**config.mk**
```make
export PLATFORM = sky130hd
export DESIGN_NAME = jtag_cmd_sequencer
export DESIGN_NICKNAME = d
export VERILOG_FILES = /design/src/rtl/jtag_cmd_pkg.sv /design/src/rtl/jtag_bit_deser.sv /design/src/rtl/jtag_cmd_sequencer.sv
export SDC_FILE = /design/constraint.sdc
export NUM_CORES = 1
export LEC_CHECK = 0
export CORE_UTILIZATION = 45
export DETAILED_ROUTE_END_ITERATION = 8
export PLACE_DENSITY = 0.8
export SLEW_MARGIN = 10
export SYNTH_ARGS = -nofsm -noshare
export SYNTH_HDL_FRONTEND = slang
export SYNTH_SLANG_ARGS = --single-unit
```
**constraint.sdc**
```tcl
create_clock -name clk -period 10.02 [get_ports clk]
set_input_delay 1.002 -clock clk [delete_from_list [all_inputs] [get_ports clk]]
set_output_delay 1.002 -clock clk [all_outputs]
set_load 0.01 [all_outputs]
```
**src/rtl/jtag_cmd_pkg.sv**
```systemverilog
// Shared constants and types for the JTAG command sequencer.
package jtag_cmd_pkg;

  localparam logic [7:0] OP_NOP   = 8'h00;
  localparam logic [7:0] OP_WRITE = 8'h01;
  localparam logic [7:0] OP_READ  = 8'h02;

  localparam logic [1:0] ERR_NONE    = 2'd0;
  localparam logic [1:0] ERR_OPCODE  = 2'd1;
  localparam logic [1:0] ERR_LENGTH  = 2'd2;
  localparam logic [1:0] ERR_TIMEOUT = 2'd3;

  typedef enum logic [2:0] {
    S_IDLE,
    S_COLLECT,
    S_EXEC,
    S_WAIT_RD,
    S_RESP,
    S_ERR
  } state_t;

  // Number of bytes a complete frame must carry for a given opcode.
  function automatic logic [2:0] req_len(input logic [7:0] op, input int data_bytes);
    case (op)
      OP_NOP:   return 3'd1;
      OP_READ:  return 3'd2;
      OP_WRITE: return 3'(2 + data_bytes);
      default:  return 3'd0;
    endcase
  endfunction

  function automatic logic op_known(input logic [7:0] op);
    return op <= OP_READ;
  endfunction

endpackage

```
**src/rtl/jtag_bit_deser.sv**
```systemverilog
// LSB-first bit-to-byte deserialiser. The completed byte is presented
// combinationally in the cycle of its 8th bit so the caller can act on it
// in the same cycle.
module jtag_bit_deser (
  input  logic       clk,
  input  logic       rst_n,
  input  logic       en,
  input  logic       clear,
  input  logic       bit_valid,
  input  logic       bit_data,
  output logic       byte_valid,
  output logic [7:0] byte_data,
  output logic       partial
);

  logic [2:0] bit_cnt;
  logic [6:0] shift_q;
  logic       accept;

  assign accept     = bit_valid & en & ~clear;
  assign byte_valid = accept && (bit_cnt == 3'd7);
  assign byte_data  = {bit_data, shift_q};
  // Partial reflects the bit count after this cycle's bit is taken.
  assign partial    = accept ? (bit_cnt != 3'd7) : (bit_cnt != 3'd0);

  // Shift new bits in at the top so the first bit ends up at bit 0.
  always_ff @(posedge clk or negedge rst_n) begin
    if (!rst_n) begin
      bit_cnt <= 3'd0;
      shift_q <= 7'd0;
    end else if (clear) begin
      bit_cnt <= 3'd0;
      shift_q <= 7'd0;
    end else if (accept) begin
      bit_cnt <= bit_cnt + 3'd1;
      shift_q <= {bit_data, shift_q[6:1]};
    end
  end

endmodule

```
**src/rtl/jtag_cmd_sequencer.sv**
```systemverilog
// Frames the captured JTAG bit stream into commands and runs them on the
// config register bus, returning read data as a byte stream.
//
// state     | meaning
// IDLE      | no frame in progress
// COLLECT   | receiving frame bytes
// EXEC      | bus request held until cfg_ready
// WAIT_RD   | waiting for cfg_rvalid
// RESP      | streaming read bytes out, byte0 first
// ERR       | one-cycle error strobe, then IDLE
module jtag_cmd_sequencer
  import jtag_cmd_pkg::*;
#(
  parameter int ADDR_W     = 8,
  parameter int DATA_BYTES = 2,
  parameter int TIMEOUT    = 1023
) (
  input  logic                    clk,
  input  logic                    rst_n,
  input  logic                    bit_valid,
  input  logic                    bit_data,
  input  logic                    frame_end,
  output logic                    cfg_valid,
  input  logic                    cfg_ready,
  output logic                    cfg_we,
  output logic [ADDR_W-1:0]       cfg_addr,
  output logic [8*DATA_BYTES-1:0] cfg_wdata,
  input  logic                    cfg_rvalid,
  input  logic [8*DATA_BYTES-1:0] cfg_rdata,
  output logic                    resp_valid,
  output logic [7:0]              resp_data,
  input  logic                    resp_ready,
  output logic                    busy,
  output logic                    err_pulse,
  output logic [1:0]              err_code
);

  localparam int DW = 8 * DATA_BYTES;
  localparam int TW = $clog2(TIMEOUT + 1);
  localparam logic [TW-1:0] TMR_LOAD = TW'(TIMEOUT - 1);

  state_t        state;
  logic [2:0]    byte_cnt;
  logic [7:0]    opcode;
  logic [TW-1:0] tmr;
  logic [DW-1:0] rbuf;
  logic [2:0]    resp_left;

  logic          byte_valid;
  logic [7:0]    byte_data;
  logic          partial;
  logic          overrun;

  logic [7:0]    op_eff;
  logic [2:0]    cnt_eff;
  logic [2:0]    len_eff;
  logic          byte_err;

  jtag_bit_deser u_deser (
    .clk        (clk),
    .rst_n      (rst_n),
    .en         ((state == S_IDLE) || (state == S_COLLECT)),
    .clear      (state == S_ERR),
    .bit_valid  (bit_valid),
    .bit_data   (bit_data),
    .byte_valid (byte_valid),
    .byte_data  (byte_data),
    .partial    (partial)
  );

  assign busy    = (state != S_IDLE);
  assign overrun = bit_valid | frame_end;

  // Frame view including any byte completing this cycle, so a frame_end
  // coinciding with the last bit is judged on the full frame.
  always_comb begin
    op_eff   = (byte_valid && byte_cnt == 3'd0) ? byte_data : opcode;
    cnt_eff  = byte_cnt + {2'b00, byte_valid};
    len_eff  = req_len(op_eff, DATA_BYTES);
    byte_err = 1'b0;
    if (byte_valid) begin
      if (byte_cnt == 3'd0) byte_err = !op_known(byte_data);
      else                  byte_err = (byte_cnt >= req_len(opcode, DATA_BYTES));
    end
  end

  // Main sequencer: frame collection, bus transaction, response, errors.
  always_ff @(posedge clk or negedge rst_n) begin
    if (!rst_n) begin
      state      <= S_IDLE;
      byte_cnt   <= 3'd0;
      opcode     <= 8'd0;
      tmr        <= '0;
      rbuf       <= '0;
      resp_left  <= 3'd0;
      cfg_valid  <= 1'b0;
      cfg_we     <= 1'b0;
      cfg_addr   <= '0;
      cfg_wdata  <= '0;
      resp_valid <= 1'b0;
      resp_data  <= 8'd0;
      err_pulse  <= 1'b0;
      err_code   <= ERR_NONE;
    end else begin
      err_pulse <= 1'b0;
      unique case (state)
        S_IDLE, S_COLLECT: begin
          if (byte_valid) begin
            byte_cnt <= cnt_eff;
            if (byte_cnt == 3'd0) opcode   <= byte_data;
            if (byte_cnt == 3'd1) cfg_addr <= byte_data[ADDR_W-1:0];
            for (int i = 0; i < DATA_BYTES; i++)
              if (byte_cnt == 3'(i + 2)) cfg_wdata[i*8 +: 8] <= byte_data;
          end
          if (byte_err) begin
            state     <= S_ERR;
            err_pulse <= 1'b1;
            err_code  <= (byte_cnt == 3'd0) ? ERR_OPCODE : ERR_LENGTH;
          end else if (frame_end && (state == S_COLLECT || bit_valid)) begin
            byte_cnt <= 3'd0;
            if (partial || cnt_eff < len_eff) begin
              state     <= S_ERR;
              err_pulse <= 1'b1;
              err_code  <= ERR_LENGTH;
            end else if (op_eff == OP_NOP) begin
              state <= S_IDLE;
            end else begin
              state     <= S_EXEC;
              cfg_valid <= 1'b1;
              cfg_we    <= (op_eff == OP_WRITE);
              tmr       <= TMR_LOAD;
            end
          end else if (bit_valid) begin
            state <= S_COLLECT;
          end
        end
        S_EXEC: begin
          if (overrun) begin
            err_pulse <= 1'b1;
            err_code  <= ERR_TIMEOUT;
          end
          if (cfg_ready) begin
            cfg_valid <= 1'b0;
            if (cfg_we) begin
              state <= S_IDLE;
            end else begin
              state <= S_WAIT_RD;
              tmr   <= TMR_LOAD;
            end
          end else if (tmr == '0) begin
            cfg_valid <= 1'b0;
            state     <= S_ERR;
            err_pulse <= 1'b1;
            err_code  <= ERR_TIMEOUT;
          end else begin
            tmr <= tmr - 1'b1;
          end
        end
        S_WAIT_RD: begin
          if (overrun) begin
            err_pulse <= 1'b1;
            err_code  <= ERR_TIMEOUT;
          end
          if (cfg_rvalid) begin
            rbuf       <= cfg_rdata >> 8;
            resp_data  <= cfg_rdata[7:0];
            resp_valid <= 1'b1;
            resp_left  <= 3'(DATA_BYTES - 1);
            state      <= S_RESP;
          end else if (tmr == '0) begin
            state     <= S_ERR;
            err_pulse <= 1'b1;
            err_code  <= ERR_TIMEOUT;
          end else begin
            tmr <= tmr - 1'b1;
          end
        end
        S_RESP: begin
          if (overrun) begin
            err_pulse <= 1'b1;
            err_code  <= ERR_TIMEOUT;
          end
          if (resp_ready) begin
            if (resp_left == 3'd0) begin
              resp_valid <= 1'b0;
              state      <= S_IDLE;
            end else begin
              resp_left <= resp_left - 3'd1;
              resp_data <= rbuf[7:0];
              rbuf      <= rbuf >> 8;
            end
          end
        end
        S_ERR: begin
          byte_cnt <= 3'd0;
          state    <= S_IDLE;
        end
        default: state <= S_IDLE;
      endcase
    end
  end

endmodule

```
==> summary.txt, run 1 <==
Timing
  – Crit path time final: 4.61 ns
  – Fin Hold WS: 0.478 ns
  – Period utilisation layout: 46.0%
  – Count of final hold-check violations: 0
  – RSZ-0062 raised after global routing: no
  – Setup TNS Final: 0 ns
  – Worst rel slew slack: 32.7%
  – Clock skew after layout: between 0.01 and 0.015 ns
  – Worst path setup slack after routing: 5.41 ns
  – Fmax: around 220 MHz
  – Transition at the pin with the smallest max-transition slack: 1.00 ns
  – Final max-slew violation count: 0
  – Number of endpoints failing setup at the final stage: 0

Worst setup path
  – Crit Reg-Reg Endpoint: tmr[9]
  – Kind of end point of the critical path: register
  – Maximum fanout along the worst path: 13
  – Setup slack, reg-to-reg: 5.92 ns
  – Cell occurring most often along the worst timing path: o21ai_1
  – Critical Path Start Type: input pin
  – Kind of critical path: input pin to register
  – Required arrival time at the worst endpoint: a little over 10 ns
  – Delay of the slowest critical-path stage: 0.71 ns
  – Critical path arrival: between 4 and 5 ns
  – Slowest stage cell on the critical path: a31oi_2
  – Cell depth of the worst flop-to-flop path: 13
  – Critical Path Start: bit_valid
  – Source of the worst register-to-register timing path: u_deser.bit_cnt[0]
  – Cells along the critical path: clkdlybuf4s50_1 > nand4bb_1 > or2_1 > or4_1 > o22a_1 > ha_1 > o21a_1 > nor2_1 > a2111oi_4 > a31oi_2 > o21ai_1 > o21ai_1

Clock tree
  – Clock buffers created by TritonCTS: 9
  – TritonCTS clock tree: yes
  – Post-CTS Repair Setup Buffers: 0
  – Worst-skew pair later-pin latency: roughly 0.37 ns
  – Register clock-pin slew on the reported worst setup and hold paths: roughly 0.09 ns
  – Number of buffers added to fix hold violations after cts: 0
  – Clk sinks: 83
  – Htree depth: 3
  – Maximum root-to-sink buffer count: 2
  – Post-CTS sizing: 0
  – Clock root buffer: clkbuf_8

Floorplan
  – Effective utilization at floorplan: 46.4%
  – Number of standard-cell rows in the floorplan: 34
  – Die Outline Area: approximately 9400 sq um
  – Die Span X: between 90 and 100 um
  – Overall die height: 96.8 um
  – Core Area: between 8000 and 9000 sq um
  – IO Count: 63

Placed design
  – DP HPWL: 6040 um
  – Final Wtd Congestion: 0.846
  – Quantity of I/O buffers inserted on ports: 62
  – Dpl ws: 5.11 ns

Layout
  – End-of-flow core utilization: 56.7%
  – Antenna Cells: 0
  – Relative area change from synthesis to final layout: 22.1%
  – Post-layout nets: 469
  – Fraction of final layout cells sized beyond drive strength 1: 13.3%

Yosys
  – Net Count, Synth: slightly above 400
  – Ys async rst share: 100%
  – Library cell with the largest summed area after synthesis: dfrtp_1
  – Top cells by area, synth: dfrtp_1 51%, mux2_2 6.7%, nand2_1 4.8%
  – Proportion of netlist area held by the largest area contributor: 51.3%
  – Number of unique standard cell types used by synthesis: 59
  – Syn avg cell area: 10.8 sq um
  – Portion of the post-synthesis area used by sequential elements: 51.3%
  – Number of enable-type register cells in the synthesized netlist: 0
  – Post-synthesis cell count: 376
  – Flip-flop cell with the highest count after synthesis: dfrtp_1
  – Synth Cell Area: roughly 4000 sq um
  – Warning count from the yosys run: 0
  – Total of flip-flops plus latches after synthesis: 83

Global routing
  – Overall global routing resource usage: 19.7%
  – Pin count of the biggest net entering global routing: 84
  – Via count of the first global-routing pass: approximately 3.1k
  – Global-route wire length before repair: 14900 um
  – Total grt overflow: 0
  – Initial antenna violation count: 0

Route
  – Routed vias: between 3k and 4k
  – Violation count after the first detailed-routing iteration: just over 200
  – Initial DRT Pass Iterations: 4
  – Routed wire per std cell: 15.9 um
  – DRC violations left: 0
  – Drt via density: 5.71
  – Final WL: 8660 um
  – Remaining antenna violation count after routing: 0

Pwr
  – Worst-case vdd ir drop: 0.000106 V
  – Static Leakage: 0.00226 uW
  – Power per Cell Area: 234 nW/um^2
  – Post-layout total power: 1160 uW

Job
  – Max-cap violation count: 0

Outcome
  – Status: complete, no violations

Hold path
  – Number of stages on the worst hold path: 2
  – Launch instance of the worst min-delay path: opcode[3]
  – Min-Delay Path Class: register to register
  – Hold path endpoint: opcode[3]
==> worst max path at each step <==
stage / to / slack [ns] / cells past startpoint
CTS: tmr[7] / 5.47 / 12
floorplan: tmr[2] / 6.30 / 13
finish: tmr[9] / 5.41 / 12
global placement: tmr[7] / 5.24 / 12
global route: tmr[1] / 5.20 / 13
detailed placement: tmr[7] / 5.11 / 12
==> cell usage after synthesis, types with 4 or more instances <==
cell / instances
inv_1: 14
nor2_1: 24
clkbuf_1: 14
nor2b_1: 4
and2_1: 4
o21ai_1: 10
ha_1: 13
a21oi_1: 11
nand3_1: 4
dfrtp_1: 83
nor3_1: 4
o31ai_1: 4
mux2_2: 24
o21ai_0: 15
or4_1: 8
nand2_1: 52
mux2i_1: 9
a31oi_1: 5
a22o_1: 17
==> cell families (layout without fill, tap and decap cells) <==
kind of cell,Yosys count,in the layout,share of synthesized area (%)
AND/OR/NAND/NOR,126,126,16.1
AO/OA/AOI/OAI,88,88,16.0
flip-flops,83,83,51.3
multiplexers,33,33,8.91
buffers and inverters,31,92,3.28
adder cells (fa/ha/maj),13,13,4.02
XOR/XNOR,2,2,0.433
==> metrics by stage <==
step	instances	cell area, sq um
2_1_floorplan	376	4050
3_3_place_gp	529	4730
3_5_place_dp	529	4730
6_report	545	4940
4_1_cts	545	4940
5_1_grt	545	4940
==> power breakdown <==
group	internal, uW	switching [uW]	leakage [uW]
logic	188	216	0.00105
registers	412	85.7	0.00111
clock network	125	130	0.000103
==> layout by cell type, fill, tap and decap left out, types with 4 or more instances in the layout <==
cell type	count
a21oi_1	11
a22o_1	17
a31oi_1	5
and2_1	4
clkbuf_8	10
clkdlybuf4s50_1	61
dfrtp_1	83
ha_1	13
inv_1	14
mux2_2	24
mux2i_1	9
nand2_1	52
nand3_1	4
nor2_1	24
nor2b_1	4
nor3_1	4
o21ai_0	15
o21ai_1	10
o31ai_1	4
or4_1	8
==> worst max-delay path, delay by kind of cell <==
| family | cells | cell delay [ns] |
|---|---|---|
| AO/OA/AOI/OAI | 6 | 1.45 |
| adder cells (fa/ha/maj) | 1 | 0.32 |
| buffers and inverters | 1 | 0.57 |
| AND/OR/NAND/NOR | 4 | 1.55 |
==> layer usage <==
layer | share of wire, % | global-route usage [%]
met5 | 0 | 0
met1 | 45 | 26.6
met2 | 50 | 31.4
met4 | 0.79 | 7.00
met3 | 4.4 | 4.34
==> sequential cells by signal, summed over array words and instances (netlist names), 2 cells and up <==
signal           flops
cfg_wdata           16
tmr                 10
cfg_addr             8
opcode               8
rbuf                 8
resp_data            8
u_deser.shift_q      7
byte_cnt             3
resp_left            3
state                3
u_deser.bit_cnt      3
err_code             2
==> final cells by class <==
| class | count | area (sq um) |
|---|---|---|
| multi-input cells | 262 | 1850 |
| repair buffers | 62 | 618 |
| inverters | 14 | 52.6 |
| flip-flops and latches | 83 | 2080 |
| clock inverters | 6 | 72.6 |
| well taps | 108 | 135 |
| fillers | 721 | 3780 |
| clock buffers | 10 | 138 |
(Power assumes the default switching activity.)
==> inputs of run 2 (changes only) <==
Settings changed: PLACE_DENSITY 0.8 to 0.82.
Clock period 10.02 ns to 3.82 ns, I/O delays scaled along.
==> run 2 against run 1 <==
  * Register-to-register slack got worse by 5.5 ns
  * Worst setup slack lost 5.0 ns
  * Non-clock buffer count up 10
  * Core utilization up 0.69 points
  * Clock skew decreased by 0.0016 ns
==> summary.txt, run 2 (synthesis results as in run 1) <==
Layout
  – Largest register FFs: 16
  – Fraction of final layout cells sized beyond drive strength 1: 15.2%
  – Antenna Cells: 0
  – Leading cell type in the layout, fill and taps excluded: dfrtp_1
  – Register with the most flip-flops: cfg_wdata
  – Most frequent cells in the layout: 83 x dfrtp_1, 61 x clkdlybuf4s50_1, 52 x nand2_1, 24 x nor2_1, 24 x mux2_2
  – Post-layout nets: 479
  – Relative area change from synthesis to final layout: 23.6%
  – Biggest regs: cfg_wdata (16), tmr (10)

Timing
  – Fmax: 297 MHz
  – Number of endpoints failing setup at the final stage: 0
  – Worst rel slew slack: 31.2%
  – Count of final hold-check violations: 0
  – Clock skew after layout: about 0.011 ns
  – RSZ-0062 raised after global routing: no
  – Setup TNS Final: 0 ns
  – Final max-slew violation count: 0
  – Transition at the pin with the smallest max-transition slack: 1.03 ns
  – Crit path time final: approximately 3.4 ns
  – Fin Hold WS: 0.183 ns
  – Period utilisation layout: 88.3%

Clock tree
  – Htree depth: 3
  – Post-CTS sizing: 0
  – Worst-skew pair later-pin latency: 0.36 ns
  – Clock root buffer: clkbuf_8
  – Post-CTS Repair Setup Buffers: 0
  – Clk sinks: 83
  – Clock buffers created by TritonCTS: 9
  – Maximum root-to-sink buffer count: 2
  – TritonCTS clock tree: yes
  – Number of buffers added to fix hold violations after cts: 0
  – Register clock-pin slew on the reported worst setup and hold paths: roughly 0.10 ns

Floorplan
  – Die Span X: 96.8 um
  – Overall die height: a little under 100 um
  – Effective utilization at floorplan: 46.4%
  – Core Area: 8720 sq um
  – IO Count: 63
  – Die Outline Area: about 9400 sq um
  – Number of standard-cell rows in the floorplan: 34

Route
  – Metal-1 WL: around 4200 um
  – Violation count after the first detailed-routing iteration: 204
  – Final WL: roughly 9000 um
  – Routed wire per std cell: 16.3 um
  – Remaining antenna violation count after routing: 0
  – Routed vias: 3142
  – DRC violations left: 0
  – Detail Route met2 WL: 4370 um
  – Total met3 wirelength after detailed routing: ~330 um
  – Top routing layer in use: met4
  – Drt via density: 5.66
  – Initial DRT Pass Iterations: 6

Global routing
  – Total grt overflow: 0
  – Global-route wire length before repair: 15600 um
  – Pin count of the biggest net entering global routing: 84
  – Overall global routing resource usage: roughly a fifth
  – Via count of the first global-routing pass: 3183
  – Initial antenna violation count: 0

Worst setup path
  – Maximum fanout along the worst path: 13
  – Critical Path Start Type: register
  – Kind of end point of the critical path: register
  – Critical path arrival: about 3.6 ns
  – Required arrival time at the worst endpoint: 4.07 ns
  – Setup slack, reg-to-reg: 0.45 ns
  – Kind of critical path: register to register

Pwr
  – Static Leakage: approximately 0.0023 uW
  – Power per Cell Area: 606 nW/um^2
  – Worst-case vdd ir drop: approximately 0.00036 V

Hold path
  – Min-Delay Path Class: input pin to asynchronous set/reset pin

Job
  – Max-cap violation count: 0

Outcome
  – Status: complete, no violations

Placed design
  – Quantity of I/O buffers inserted on ports: 62
  – DP HPWL: 6360 um
  – Final Wtd Congestion: 0.806
[run 2: changes by cell type in the layout (fill, tap and decap cells not counted)]
| cell | previous run | this run |
|---|---|---|
| inv_8 | 0 | 2 |
| bufinv_16 | 1 | 0 |
| buf_4 | 1 | 11 |
| clkinv_8 | 0 | 1 |
| clkinv_4 | 2 | 1 |
| inv_6 | 2 | 1 |
| clkinvlp_4 | 1 | 2 |
| clkbuf_8 | 10 | 9 |
[run 2: power by group]
group	total [uW]	switching (uW)	internal, uW
Combinational	1100	591	511
Sequential	1300	222	1080
Clock	627	373	254
Total	3030	1190	1850
[run 2: layer usage]
layer,vias to the layer above,track usage (%)
met3,12,3.54
li1,1496,-
met5,-,0
met1,1549,27.8
met2,85,32.8
met4,0,8.27
[run 2: worst paths after layout]
kind / depth (start not counted) / startpoint / to
max: 12 / byte_cnt[2] / tmr[1]
min: 1 / rst_n / opcode[5]
max reg2reg: 12 / byte_cnt[2] / tmr[1]
min reg2reg: 2 / opcode[4] / opcode[4]
max in group asynchronous: 1 / rst_n / u_deser.bit_cnt[2]
min in group clk: 2 / opcode[4] / opcode[4]
[run 2: worst max-delay path: stages, from the launching register on]
cell and delay [ns]:
dfrtp_1 0.48, or3_4 0.43, or2_1 0.23, or4_1 0.49
o22a_1 0.23, ha_1 0.31, o21a_1 0.12, nor2_1 0.06
a2111oi_4 0.26, a31oi_2 0.13, buf_4 0.21, nor3_2 0.21
a2bb2oi_1 0.11
[run 2: area by class of cell]
class                      count  area [sq um]
tap                          108           135
timing repair buffer          72           693
fill                         735          3720
clock buffer                   9           124
sequential                    83          2080
inverter                      14          52.6
multi-input combinational    262          1850
clock inverter                 7          71.3
[run 2: per-stage QoR]
stage	util [%]	setup WS [ns]	std cells	power, uW	instance area [sq um]
CTS	57.3	0.438	555	3040	5000
floorplan	-	0.465	376	2020	4050
finish	57.3	0.448	555	3030	5000
global placement	55.1	0.266	539	2350	4810
detailed placement	55.1	0.183	539	2410	4810
global route	57.3	0.282	555	3250	5000
